--- config.mk ---
export PLATFORM = sky130hd
export DESIGN_NAME = frame_capture
export DESIGN_NICKNAME = d
export VERILOG_FILES = /design/src/rtl/frame_capture.sv
export SDC_FILE = /design/constraint.sdc
export NUM_CORES = 1
export LEC_CHECK = 0
export ABC_AREA = 0
export CORE_MARGIN = 2
export CORE_UTILIZATION = 57
export DETAILED_ROUTE_END_ITERATION = 6
export PLACE_DENSITY = 0.95
export REMOVE_ABC_BUFFERS = 1
export SLEW_MARGIN = 10
export SYNTH_ARGS = -nofsm -noshare
export SYNTH_HDL_FRONTEND = slang
export SYNTH_SLANG_ARGS = --single-unit
--- constraint.sdc ---
create_clock -name clk_in -period 7.22 [get_ports clk_in]
set_input_delay 0.722 -clock clk_in [delete_from_list [all_inputs] [get_ports clk_in]]
set_output_delay 0.722 -clock clk_in [all_outputs]
set_load 0.02 [all_outputs]
--- src/rtl/frame_capture.sv ---
// Streams a raster frame into RAM. Pixel coordinates are tracked as the pixels
// arrive, row 0 sets the row width, and every later row is checked against it.
module frame_capture #(
    parameter int ADDR_SZ   = 20,
    parameter int RAM_WIDTH = 32,
    parameter int MAX_W     = 1024,
    parameter int IMG_H     = 1024
) (
    input  logic                 clk_in,
    input  logic                 rst_n_in,
    input  logic                 mode_in,
    input  logic                 start_in,
    input  logic [23:0]          data_in,
    input  logic                 jump_in,
    output logic                 ram_we_out,
    output logic [ADDR_SZ-1:0]   ram_addr_out,
    output logic [RAM_WIDTH-1:0] ram_wdata_out,
    output logic                 busy_out,
    output logic                 done_out,
    output logic                 err_out,
    output logic [10:0]          width_out
);

    typedef enum logic {
        IDLE,
        CAPTURE
    } state_t;

    localparam logic [10:0] ROW_LIMIT = 11'(MAX_W);
    localparam logic [10:0] LAST_Y    = 11'(IMG_H - 1);

    state_t state, state_nxt;

    logic [10:0] x, x_nxt;
    logic [10:0] y, y_nxt;
    logic [10:0] width_nxt;
    logic [10:0] x_inc;
    logic [10:0] wx, wy;
    logic        we_nxt;
    logic        done_nxt;
    logic        err_nxt;
    logic        start_ok;

    logic [ADDR_SZ-1:0]   addr_nxt;
    logic [RAM_WIDTH-1:0] wdata_nxt;

    assign start_ok  = start_in & mode_in;
    assign x_inc     = x + 11'd1;
    assign addr_nxt  = ADDR_SZ'({wy[9:0], wx[9:0]});
    assign wdata_nxt = RAM_WIDTH'({8'h00, data_in});

    always_ff @(posedge clk_in or negedge rst_n_in) begin
        if (!rst_n_in) begin
            state <= IDLE;
        end else begin
            state <= state_nxt;
        end
    end

    // NOTE: every signal written here gets a default first, so no path can
    // leave one unassigned and infer a latch.
    always_comb begin
        state_nxt = state;
        x_nxt     = x;
        y_nxt     = y;
        width_nxt = width_out;
        err_nxt   = err_out;
        we_nxt    = 1'b0;
        done_nxt  = 1'b0;
        wx        = x;
        wy        = y;

        if (start_ok) begin
            // A start during capture truncates the frame being written.
            state_nxt = CAPTURE;
            x_nxt     = 11'd0;
            y_nxt     = 11'd0;
            width_nxt = 11'd0;
            err_nxt   = (state == CAPTURE);
            we_nxt    = 1'b1;
            wx        = 11'd0;
            wy        = 11'd0;
        end else if (state == CAPTURE) begin
            if (jump_in) begin
                if (y == LAST_Y) begin
                    // Jumping out of the last row means the frame was malformed.
                    err_nxt   = 1'b1;
                    state_nxt = IDLE;
                end else begin
                    if (y == 11'd0) begin
                        width_nxt = x_inc;
                    end else if (x_inc < width_out) begin
                        err_nxt = 1'b1;
                    end
                    x_nxt  = 11'd0;
                    y_nxt  = y + 11'd1;
                    we_nxt = 1'b1;
                    wx     = 11'd0;
                    wy     = y + 11'd1;
                end
            end else if ((y == 11'd0 && x_inc == ROW_LIMIT) ||
                         (y != 11'd0 && x_inc >= width_out)) begin
                // Overlong row: drop the pixel and hold x until the next jump.
                err_nxt = 1'b1;
            end else begin
                x_nxt  = x_inc;
                we_nxt = 1'b1;
                wx     = x_inc;
                wy     = y;
            end

            if (we_nxt && wy == LAST_Y && wx == width_nxt - 11'd1) begin
                done_nxt  = 1'b1;
                state_nxt = IDLE;
            end
        end
    end

    // NOTE: sequential state uses non-blocking assignments so every flop
    // samples the pre-edge values regardless of statement order.
    always_ff @(posedge clk_in or negedge rst_n_in) begin
        if (!rst_n_in) begin
            x             <= 11'd0;
            y             <= 11'd0;
            width_out     <= 11'd0;
            err_out       <= 1'b0;
            done_out      <= 1'b0;
            busy_out      <= 1'b0;
            ram_we_out    <= 1'b0;
            ram_addr_out  <= '0;
            ram_wdata_out <= '0;
        end else begin
            x          <= x_nxt;
            y          <= y_nxt;
            width_out  <= width_nxt;
            err_out    <= err_nxt;
            done_out   <= done_nxt;
            busy_out   <= (state_nxt == CAPTURE);
            ram_we_out <= we_nxt;
            if (we_nxt) begin
                ram_addr_out  <= addr_nxt;
                ram_wdata_out <= wdata_nxt;
            end
        end
    end

endmodule
==> results.tsv <==
stage	metric	value	unit
timing	endpoints failing setup	0	
placement	port bufs	87	
routing	M1 wire length	5730	um
critical_path	CP cell instances	ha_1 -> and2_1 -> nand4_1 -> xor2_1 -> inv_1 -> ha_1 -> a21oi_1 -> o21ai_0 -> a21oi_2 -> o21ai_2 -> o21ai_2 -> a21oi_4 -> buf_4 -> clkinv_1 -> mux2_2	
pwr	leakage	2.71	nW
logic_synthesis	synthesis warning total	0	
clock_network	Clk pin slew, worst setup/hold paths	0.11	ns
outcome	status	finished clean	
logic_synthesis	Area contributors post-synth	dfrtp_1, nand2_1, xnor2_1	
critical_path	crit path kind	flop to flop	
clock_network	Setup Buffers After CTS	0	
routing	Via density	6.24	
clock_network	# hold bufs at CTS	0	
worst_hold_path	worst hold path type	flop to flop	
timing	Max Freq	186	MHz
logic_synthesis	flops & latches, synth	81	
critical_path	R2R depth	15	
cells_and_area	Area Growth Syn to Fin	20.4	%
critical_path	Critical path buffers and inverters	3	
worst_hold_path	hold path depth	2	
routing	DR iter-0 viols	388	
routing	met3 WL post-DR	1340	um
routing	drc violations	0	
job	max cap viols	0	
clock_network	Max clock buf depth	2	
floorplan	num rows	34	
clock_network	CTS Sinks	81	
global_route	first-pass GRT wire length	24100	um
clock_network	insertion delay to the later sink of the worst-skew pair	0.37	ns
timing	RSZ-0062 raised after global routing	no	
routing	DR WL/cell	18.3	um
logic_synthesis	Mean Syn Cell Area	8.49	sq um
routing	Post-Route WL	14300	um
clock_network	H-tree depth	3	
logic_synthesis	Yosys cell types	69	
worst_hold_path	hold path startpoint	ram_wdata_out[1]$_DFFE_PN0P_	
critical_path	Critical R2R Capture	ram_addr_out[1]$_DFFE_PN0P_	
critical_path	critical path peak fanout	57	
logic_synthesis	top-area cell type share of the netlist area	39.5	%
cells_and_area	fill cell count	644	
cells_and_area	share of layout cells above drive strength 1	6.67	%
pwr	maximum VDD drop	0.158	mV
logic_synthesis	Post-synth top cells	nand2_1, dfrtp_1, nor2_1	
cells_and_area	number of diodes	0	
placement	GP Congestion	1.01	
placement	HPWL Detailed	10300	um
timing	Setup Skew	0.0193	ns
logic_synthesis	fraction of registers with async set/reset	100	%
floorplan	Die Y	98.9	um
critical_path	Critical Path End Type	flop	
routing	metal2 WL	6630	um
routing	drt first pass iters	6	
timing	Tcrit/Tclk final	74.3	%
global_route	initial antenna violation count	0	
critical_path	Crit path largest cell delay	0.71	ns
cells_and_area	Storage cell area	2030	sq um
routing	highest routed layer	met4	
timing	Slew Limit Headroom	30.0	%
timing	fin. max-slew vios	0	
critical_path	slowest stage cell on the critical path	clkinv_1	
pwr	PwrDens	324	nW/um^2
cells_and_area	area taken by multi-input logic gates	2820	sq um
logic_synthesis	Yosys top cell by area	dfrtp_1	
global_route	Total GRT Usage	30.5	%
clock_network	clock root buffer	clkbuf_8	
critical_path	CP delay by family, top	buffers and inverters	
clock_network	clock buffer count from CTS	9	
clock_network	CTS resizes	0	
timing	hold slack	0.475	ns
critical_path	Reg2Reg Setup Slack	1.86	ns
floorplan	Ports	96	
logic_synthesis	cells after synthesis	605	
floorplan	die width	98.9	um
critical_path	critical path data arrival time	5.62	ns
global_route	gr ovfl total	0	
routing	detailed-route via count	4889	
logic_synthesis	synthesized cell area	5130	sq um
floorplan	core area	8720	sq um
timing	worst slew pin tran	1.04	ns
clock_network	CTS tree	built	
logic_synthesis	Seq/Total Area, Yosys	39.5	%
logic_synthesis	main flop type after synthesis	dfrtp_1	
global_route	number of global-route vias before repair	4854	
global_route	largest net degree at the start of global routing	82	
cells_and_area	Nets	714	
logic_synthesis	EDFF count, synth	0	
critical_path	Crit path required time	7.47	ns
worst_hold_path	Worst Hold Path EP	ram_wdata_out[1]$_DFFE_PN0P_	
cells_and_area	final core occ	70.9	%
logic_synthesis	count leader, synth	nand2_1	
timing	Hold Fails Final Rpt	0	
critical_path	Worst setup SP type	flop	
floorplan	Starting Density	58.9	%
floorplan	die area	9780	sq um
critical_path	Reg2Reg Launch Point	x[0]$_DFFE_PN0P_	
routing	DRT antenna net count	0	
timing	Setup TNS	0	ns
timing	fin crit period	5.36	ns
==> routing by layer <==
metal  track usage [%]  vias up
li1                  -     2223
met4              15.3        0
met3              6.60       63
met2              48.5      288
met5                 0        -
met1              39.5     2315
==> how the worst max path moves through the flow <==
stage,endpoint,startpoint,depth (start not counted)
after global routing,ram_addr_out[1]$_DFFE_PN0P_,x[0]$_DFFE_PN0P_,15
after global placement,ram_addr_out[1]$_DFFE_PN0P_,x[0]$_DFFE_PN0P_,15
after detailed placement,ram_addr_out[1]$_DFFE_PN0P_,x[0]$_DFFE_PN0P_,15
final,ram_addr_out[1]$_DFFE_PN0P_,x[0]$_DFFE_PN0P_,15
after floorplan,ram_addr_out[1]$_DFFE_PN0P_,x[0]$_DFFE_PN0P_,14
after CTS,ram_addr_out[1]$_DFFE_PN0P_,x[0]$_DFFE_PN0P_,15
==> power by group <==
group          total, mW  internal, mW  switching (mW)
Clock              0.342         0.139           0.204
Sequential         0.609         0.527          0.0820
Combinational       1.06         0.444           0.611
==> per-stage QoR <==
step | total power [mW] | instance area, sq um | worst slack [ns] | instances
after CTS | 1.99 | 6180 | 2.00 | 783
final | 2.01 | 6180 | 1.86 | 783
after floorplan | 1.31 | 4920 | 0.600 | 567
after global routing | 2.13 | 6180 | 1.41 | 783
after global placement | 1.61 | 5980 | 2.19 | 767
after detailed placement | 1.65 | 5980 | 2.04 | 767
==> sequential cells by signal, summed over array words and instances (netlist names) <==
signal and flops:
width_out 11, ram_addr_out 20, ram_wdata_out 24, y 11, err_out 1, done_out 1
ram_we_out 1, x 11, busy_out 1
==> cells in the final DEF (no fill, tap or decap), types with 3 or more instances in the layout <==
cell type,synthesis,routed
buf_4,11,6
a31oi_1,4,4
nor4_4,3,3
o31ai_1,11,11
o41ai_1,5,4
nor2b_1,3,3
conb_1,1,8
inv_1,24,24
nor3_1,12,12
and2_1,6,6
dfrtp_1,81,81
clkbuf_8,0,9
o211ai_1,3,3
xnor2_1,32,32
clkdlybuf4s50_1,0,86
and4_1,5,5
ha_1,15,15
a21oi_1,37,36
a211oi_1,15,15
mux2i_1,9,9
nand4_1,11,11
and3_1,8,8
a32oi_1,4,4
nand2b_1,4,4
nor4_1,4,4
nor2_1,54,54
xor2_1,9,9
o21ai_0,14,14
nand2_1,121,121
nand3_1,24,24
==> kinds of logic after synthesis <==
kind of cell	share of synthesized area (%)
compound gates	15.9
xor+xnor	6.99
fa+ha+maj	3.66
buf+inv	6.56
flops	39.5
mux	1.97
other cells	0.0730
simple gates	25.3
==> layout make-up <==
class | instances | share of cell area [%]
inverter | 25 | 1.52
multi-input combinational | 461 | 45.5
clock buffer | 9 | 2.00
tap | 108 | 2.19
clock inverter | 7 | 1.32
sequential | 81 | 32.8
timing repair buffer | 92 | 14.7
==> tightest hold or removal path, cell delays in order, from the launching register on <==
cell and delay (ns):
dfrtp_1 0.36, nand2_1 0.05, nand2_1 0.05
No activity file was read; power rests on OpenSTA's default activity.
